**config.mk**
```make
export PLATFORM = sky130hd
export DESIGN_NAME = palindrome_stream_feeder_flat
export DESIGN_NICKNAME = d
export VERILOG_FILES = /design/src/rtl/palindrome_stream_feeder_if.sv /design/src/rtl/palindrome_stream_feeder.sv /design/src/flat_wrapper.sv
export SDC_FILE = /design/constraint.sdc
export NUM_CORES = 1
export LEC_CHECK = 0
export ABC_AREA = 1
export CAP_MARGIN = 20
export CORE_MARGIN = 3
export CORE_UTILIZATION = 25
export DETAILED_ROUTE_END_ITERATION = 12
export GPL_TIMING_DRIVEN = 0
export REMOVE_ABC_BUFFERS = 1
export SYNTH_ARGS = -nofsm -noshare
export SYNTH_HDL_FRONTEND = slang
export SYNTH_SLANG_ARGS = --single-unit
```
**constraint.sdc**
```tcl
create_clock -name clk -period 2.5 [get_ports clk]
set_input_delay 0.375 -clock clk [delete_from_list [all_inputs] [get_ports clk]]
set_output_delay 0.375 -clock clk [all_outputs]
set_load 0.1 [all_outputs]
```
**src/rtl/palindrome_stream_feeder_if.sv**
```systemverilog
// Handshake bundle between the upstream string source, the palindrome cell array head and the result sink.
// The feeder takes the master side; the environment around it takes the slave side.
interface palindrome_stream_feeder_if #(
    parameter int WIDTH = 4,
    parameter int LW    = 4
);
    logic             in_valid;
    logic             in_ready;
    logic [WIDTH-1:0] in_sym;
    logic             in_last;

    logic             h_valid;
    logic             h_ready;
    logic [WIDTH-1:0] h_sym;
    logic             h_start;

    logic             p_valid;
    logic             p_ready;
    logic             p_bit;

    logic             res_valid;
    logic             res_pal;
    logic [LW-1:0]    res_len;
    logic             err;

    modport master (
        input  in_valid, in_sym, in_last, h_ready, p_valid, p_bit,
        output in_ready, h_valid, h_sym, h_start, p_ready,
               res_valid, res_pal, res_len, err
    );

    modport slave (
        output in_valid, in_sym, in_last, h_ready, p_valid, p_bit,
        input  in_ready, h_valid, h_sym, h_start, p_ready,
               res_valid, res_pal, res_len, err
    );
endinterface

```
**src/rtl/palindrome_stream_feeder.sv**
```systemverilog
// Front end for the palindrome cell array: buffers symbols, feeds the array head with a start flag,
// retires the per-symbol verdicts in order and emits one summary result per string.
module palindrome_stream_feeder #(
    parameter int WIDTH  = 4,
    parameter int DEPTH  = 8,
    parameter int MAXLEN = 15,
    parameter int LW     = $clog2(MAXLEN + 1)
) (
    input  logic                        clk,
    input  logic                        reset,
    palindrome_stream_feeder_if.master  bus
);
    localparam int            AW        = $clog2(DEPTH);
    localparam logic [AW:0]   DEPTH_CNT = (AW + 1)'(DEPTH);
    localparam logic [LW-1:0] MAX_CNT   = LW'(MAXLEN);

    logic [WIDTH-1:0] symMem  [DEPTH];
    logic             lastMem [DEPTH];
    logic [AW-1:0]    fWr, fRd;
    logic [AW:0]      fCount;

    logic             qMem [DEPTH];
    logic [AW-1:0]    qWr, qRd;
    logic [AW:0]      qCount;

    logic             firstPend;
    logic [LW-1:0]    lenCnt;
    logic [LW-1:0]    lenNext;

    logic fifoFull, fifoEmpty, qFull, qEmpty;
    logic push, hValid, hFire, pFire, headLast;

    assign fifoFull  = (fCount == DEPTH_CNT);
    assign fifoEmpty = (fCount == '0);
    assign qFull     = (qCount == DEPTH_CNT);
    assign qEmpty    = (qCount == '0);

    assign push     = bus.in_valid && !fifoFull;
    assign hValid   = !fifoEmpty && !qFull;
    assign hFire    = hValid && bus.h_ready;
    assign pFire    = bus.p_valid && !qEmpty;
    assign headLast = lastMem[fRd];

    assign lenNext  = (lenCnt == MAX_CNT) ? lenCnt : lenCnt + 1'b1;

    assign bus.in_ready = !fifoFull;
    assign bus.h_valid  = hValid;
    // Stale FIFO contents are masked so h_sym reads 0 whenever nothing is offered.
    assign bus.h_sym    = hValid ? symMem[fRd] : '0;
    assign bus.h_start  = firstPend;
    assign bus.p_ready  = !qEmpty;

    always_ff @(posedge clk) begin
        if (push) begin
            symMem[fWr]  <= bus.in_sym;
            lastMem[fWr] <= bus.in_last;
        end
        if (hFire) begin
            qMem[qWr] <= headLast;
        end
    end

    always_ff @(posedge clk) begin
        if (reset) begin
            fWr    <= '0;
            fRd    <= '0;
            fCount <= '0;
        end else begin
            if (push)  fWr <= fWr + 1'b1;
            if (hFire) fRd <= fRd + 1'b1;
            case ({push, hFire})
                2'b10:   fCount <= fCount + 1'b1;
                2'b01:   fCount <= fCount - 1'b1;
                default: fCount <= fCount;
            endcase
        end
    end

    always_ff @(posedge clk) begin
        if (reset) begin
            qWr       <= '0;
            qRd       <= '0;
            qCount    <= '0;
            firstPend <= 1'b1;
        end else begin
            if (hFire) begin
                qWr       <= qWr + 1'b1;
                firstPend <= headLast;
            end
            if (pFire) qRd <= qRd + 1'b1;
            case ({hFire, pFire})
                2'b10:   qCount <= qCount + 1'b1;
                2'b01:   qCount <= qCount - 1'b1;
                default: qCount <= qCount;
            endcase
        end
    end

    // Verdict retirement: the popped last flag closes the string and publishes its result.
    always_ff @(posedge clk) begin
        if (reset) begin
            lenCnt        <= '0;
            bus.res_valid <= 1'b0;
            bus.res_pal   <= 1'b0;
            bus.res_len   <= '0;
            bus.err       <= 1'b0;
        end else begin
            bus.res_valid <= 1'b0;
            if (pFire) begin
                if (lenCnt == MAX_CNT) bus.err <= 1'b1;
                if (qMem[qRd]) begin
                    bus.res_valid <= 1'b1;
                    bus.res_pal   <= bus.p_bit;
                    bus.res_len   <= lenNext;
                    lenCnt        <= '0;
                end else begin
                    lenCnt <= lenNext;
                end
            end
            if (bus.p_valid && qEmpty) bus.err <= 1'b1;
        end
    end
endmodule

```
**src/flat_wrapper.sv**
```systemverilog
// flat-port wrapper written by rule: the top's interface ports become plain ports
module palindrome_stream_feeder_flat 
#(
    parameter int WIDTH  = 4,
    parameter int DEPTH  = 8,
    parameter int MAXLEN = 15,
    parameter int LW     = $clog2(MAXLEN + 1)
)
  (clk, reset, bus_in_valid, bus_in_sym, bus_in_last, bus_h_ready, bus_p_valid, bus_p_bit, bus_in_ready, bus_h_valid, bus_h_sym, bus_h_start, bus_p_ready, bus_res_valid, bus_res_pal, bus_res_len, bus_err);
  palindrome_stream_feeder_if #(.WIDTH(WIDTH), .LW(LW)) bus_i ();
  input  logic clk;
  input  logic reset;
  input wire logic [$bits(bus_i.in_valid)-1:0] bus_in_valid;
  input wire logic [$bits(bus_i.in_sym)-1:0] bus_in_sym;
  input wire logic [$bits(bus_i.in_last)-1:0] bus_in_last;
  input wire logic [$bits(bus_i.h_ready)-1:0] bus_h_ready;
  input wire logic [$bits(bus_i.p_valid)-1:0] bus_p_valid;
  input wire logic [$bits(bus_i.p_bit)-1:0] bus_p_bit;
  output wire logic [$bits(bus_i.in_ready)-1:0] bus_in_ready;
  output wire logic [$bits(bus_i.h_valid)-1:0] bus_h_valid;
  output wire logic [$bits(bus_i.h_sym)-1:0] bus_h_sym;
  output wire logic [$bits(bus_i.h_start)-1:0] bus_h_start;
  output wire logic [$bits(bus_i.p_ready)-1:0] bus_p_ready;
  output wire logic [$bits(bus_i.res_valid)-1:0] bus_res_valid;
  output wire logic [$bits(bus_i.res_pal)-1:0] bus_res_pal;
  output wire logic [$bits(bus_i.res_len)-1:0] bus_res_len;
  output wire logic [$bits(bus_i.err)-1:0] bus_err;
  assign bus_i.in_valid = bus_in_valid;
  assign bus_i.in_sym = bus_in_sym;
  assign bus_i.in_last = bus_in_last;
  assign bus_i.h_ready = bus_h_ready;
  assign bus_i.p_valid = bus_p_valid;
  assign bus_i.p_bit = bus_p_bit;
  assign bus_in_ready = bus_i.in_ready;
  assign bus_h_valid = bus_i.h_valid;
  assign bus_h_sym = bus_i.h_sym;
  assign bus_h_start = bus_i.h_start;
  assign bus_p_ready = bus_i.p_ready;
  assign bus_res_valid = bus_i.res_valid;
  assign bus_res_pal = bus_i.res_pal;
  assign bus_res_len = bus_i.res_len;
  assign bus_err = bus_i.err;
  palindrome_stream_feeder #(.WIDTH(WIDTH), .DEPTH(DEPTH), .MAXLEN(MAXLEN), .LW(LW)) u_core (.clk(clk), .reset(reset), .bus(bus_i));
endmodule
```
==> impl_metrics.py <==
metrics = {
    "run_status": {
        "status": "completed",
    },
    "worst_hold_path": {
        "holdCritPathClass": "reg2reg",
    },
    "place": {
        "numPortBuffers": 25,
        "routabilityCongestion": 0.798,
        "post-dp-hpwl_um": 4880,
        "dp.cells": 604,
        "post-place-ws_ns": -0.728,
    },
    "global_routing": {
        "grtUsageTotal_pct": 9.34,
        "gr-total-overflow": 0,
        "antenna_found_initial": 0,
        "grt_pass1_wl_um": 12100,
        "grt_pass1_vias": 2533,
        "grt_max_degree": 23,
    },
    "final_layout": {
        "layout.nets": 454,
        "diodes": 0,
        "regArea_mm2": 0.00221,
        "num-fill-cells": 1488,
        "final_cell_mix": "nor2_1, nand2_1, inv_1, edfxtp_1, o21ai_0",
        "drive_gt1_share_pct": 8.70,
        "syn_to_final_growth_pct": 19.5,
        "final_common_cell": "nor2_1",
        "fin_cells": 621,
        "multi_input_area_mm2": 0.00131,
    },
    "logic_synthesis": {
        "yosys_most_used_dff": "edfxtp_1",
        "synthCells": 405,
        "synth_area_mm2": 0.00377,
        "synth_top_family_by_area": "simple AND/OR/NAND/NOR gates",
        "synthArstFlopShare_pct": 0,
        "synth_top_area_share_pct": 38.3,
        "synthAdderAreaFrac_pct": 3.65,
        "muxShareOfSynthArea_pct": 0,
        "synthSimpleGateAreaFrac_pct": 18.5,
        "ys_ff_latch": 86,
        "synthXorXnorAreaFrac_pct": 2.09,
        "synth_cell_types": 29,
        "ys_top_cells_by_area": "edfxtp_1, dfxtp_1, nor2_1, nand2_1, o21ai_0",
        "synth_edf_count": 48,
        "synth_compound_area_share_pct": 10.6,
        "synth_area_per_cell_um2": 9.30,
        "yosys_warnings": 0,
        "yosys.area.top_type": "edfxtp_1",
        "yosysSeqAreaShare_pct": 58.5,
    },
    "timing": {
        "clock_skew_ns": 0.00684,
        "fin_ws_ns": 0.148,
        "max_slew_margin_pct": 32.9,
        "rsz0062_at_grt": "false",
        "finalCriticalPeriod_ns": 2.35,
        "setup_viol": 0,
        "fmax_ghz": 0.425,
        "fin_tns_setup_ns": 0,
        "fin_crit_sh_pct": 94.1,
        "hold_violations": 0,
        "worst_pin_slew_ns": 1.00,
        "finalMaxSlewViolations": 0,
    },
    "die": {
        "die_y_um": 129,
        "die-area_mm2": 0.0166,
        "die_x_um": 129,
        "pin_count": 26,
        "start_util_pct": 25.7,
        "row_count": 44,
        "core_area_mm2": 0.0146,
    },
    "detailed_routing": {
        "drcViolationCount": 0,
        "wl_per_cell_um": 11.6,
        "via_count": 2686,
        "dr.pass1.iters": 5,
        "ant_nets": 0,
        "wirelength_um": 7200,
        "first_iter_violations": 192,
        "avgViaCountPerCell": 4.33,
    },
    "worst_setup_path": {
        "cp_top_family": "buffers and inverters",
        "path_class": "reg2out",
        "crit_arrival_ns": 1.98,
        "worstPathRequired_ns": 2.12,
        "path_cells": "inv_1 -> o21ai_0 -> o22ai_1 -> o21ai_0 -> nor2_1 -> buf_2",
        "path_common_cell": "o21ai_0",
        "cp_slowest_cell": "buf_2",
        "cp-start-kind": "register",
        "crit_path_end_kind": "output pin",
        "cp_num_buf_inv": 2,
        "max_stage_delay_ns": 0.43,
        "path_max_fanout": 11,
    },
    "clocking": {
        "max-clock-path-buffers": 2,
        "cts_hold_buf": 0,
        "clockRootBuffer": "clkbuf_16",
        "numCtsBuffers": 9,
        "clk_latency_ns": 0.34,
        "clkSinkCount": 86,
        "cts_max_level": 3,
        "cts.clk_slew.worst_paths_ns": 0.06,
        "cts_tree": "built",
    },
    "power": {
        "powerDensity_mw_per_mm2": 1250,
        "p_leak_nw": 1.81,
        "vdd.ir_drop.worst_uv": 468,
    },
    "job": {
        "cap_violations": 0,
    },
}
==> path summary, 6_finish.rpt <==
path | from | end | slack, ns | cells after the start
max reg2reg | u_core.qCount[0]$_SDFFE_PP0P_ | u_core.qCount[2]$_SDFFE_PP0P_ | 0.30 | 14
min reg2reg | u_core.fRd[2]$_SDFFE_PP0P_ | register | 0.46 | 2
min | u_core.fRd[2]$_SDFFE_PP0P_ | register | 0.46 | 2
max | register | bus_h_sym[1] | 0.15 | 6
==> cell type report <==
class                           instances  share of cell area, %
Tap cell                              184                   5.12
Clock inverter                          7                   1.75
Timing Repair Buffer                   25                   5.28
Sequential cell                        86                   49.0
Multi-Input combinational cell        256                   29.1
Inverter                               53                   4.56
Timing Repair inverter                  1                  0.167
Clock buffer                            9                   5.00
==> synth_stat cells, types with 2 or more instances <==
cell type and instances:
xnor2_1 2, o22ai_1 8, edfxtp_1 48, o21ai_0 39
nand3_1 18, nor3_1 2, dfxtp_1 38, a21oi_1 21
buf_2 3, nor2_2 3, o211ai_1 4, ha_1 11
inv_1 49, o21ai_1 2, inv_2 3, nor2_1 76
xor2_1 7, nand2_2 2, nand3_2 2, clkbuf_1 5
nand2_1 54
==> registers in the layout (all words and copies together) (netlist names), named ones only <==
name                  flops
u_core.bus.err            1
u_core.bus.h_start        1
u_core.bus.res_len        4
u_core.bus.res_pal        1
u_core.bus.res_valid      1
u_core.fCount             4
u_core.fRd                3
u_core.fWr                3
u_core.lastMem            8
u_core.lenCnt             4
u_core.qCount             4
u_core.qMem               8
u_core.qRd                3
u_core.qWr                3
u_core.symMem            32
==> layer usage <==
metal  up-vias  wire [µm]  track usage [%]
li1       1391          -                -
met1      1234       3280             11.6
met2        53       3410             14.8
met3         8        368             2.70
met4         0        138             4.63
met5         -          0                0
==> logic make-up (layout without fill, tap and decap cells) <==
| logic type | count (synthesis) | count (layout) |
|---|---|---|
| AO/OA/AOI/OAI | 75 | 75 |
| XOR/XNOR | 9 | 9 |
| flip-flops | 86 | 86 |
| buffers and inverters | 63 | 95 |
| AND/OR/NAND/NOR | 161 | 161 |
| adder cells (fa/ha/maj) | 11 | 11 |
==> power by group <==
part           internal (W)  switching, W  leakage, nW
registers           0.00175      0.000208        0.748
clock network      0.000785      0.000551        0.151
logic              0.000618       0.00173        0.912
==> metrics by stage <==
step	hold slack, ns	util [%]	total power [W]	area [µm²]
after floorplan	0.433	-	0.00381	3710
after global placement	0.446	28.6	0.00433	4190
after detailed placement	0.455	28.6	0.00437	4190
after CTS	0.464	30.7	0.00570	4500
after global routing	0.488	30.7	0.00601	4500
final	0.457	30.7	0.00564	4500
==> tightest hold or removal path: cells and delay by family, from the launching register on <==
family	cells	cell delay, ns
buffers and inverters	1	0.05
DFF	1	0.31
AOI/OAI and AO/OA	1	0.06
==> timing repair <==
item	in CTS	in global routing
endpoints found under the setup margin	6	4
gates cloned	1	0
setup buffers	0	0
gates resized for setup	26	5
(Power assumes the default switching activity.)
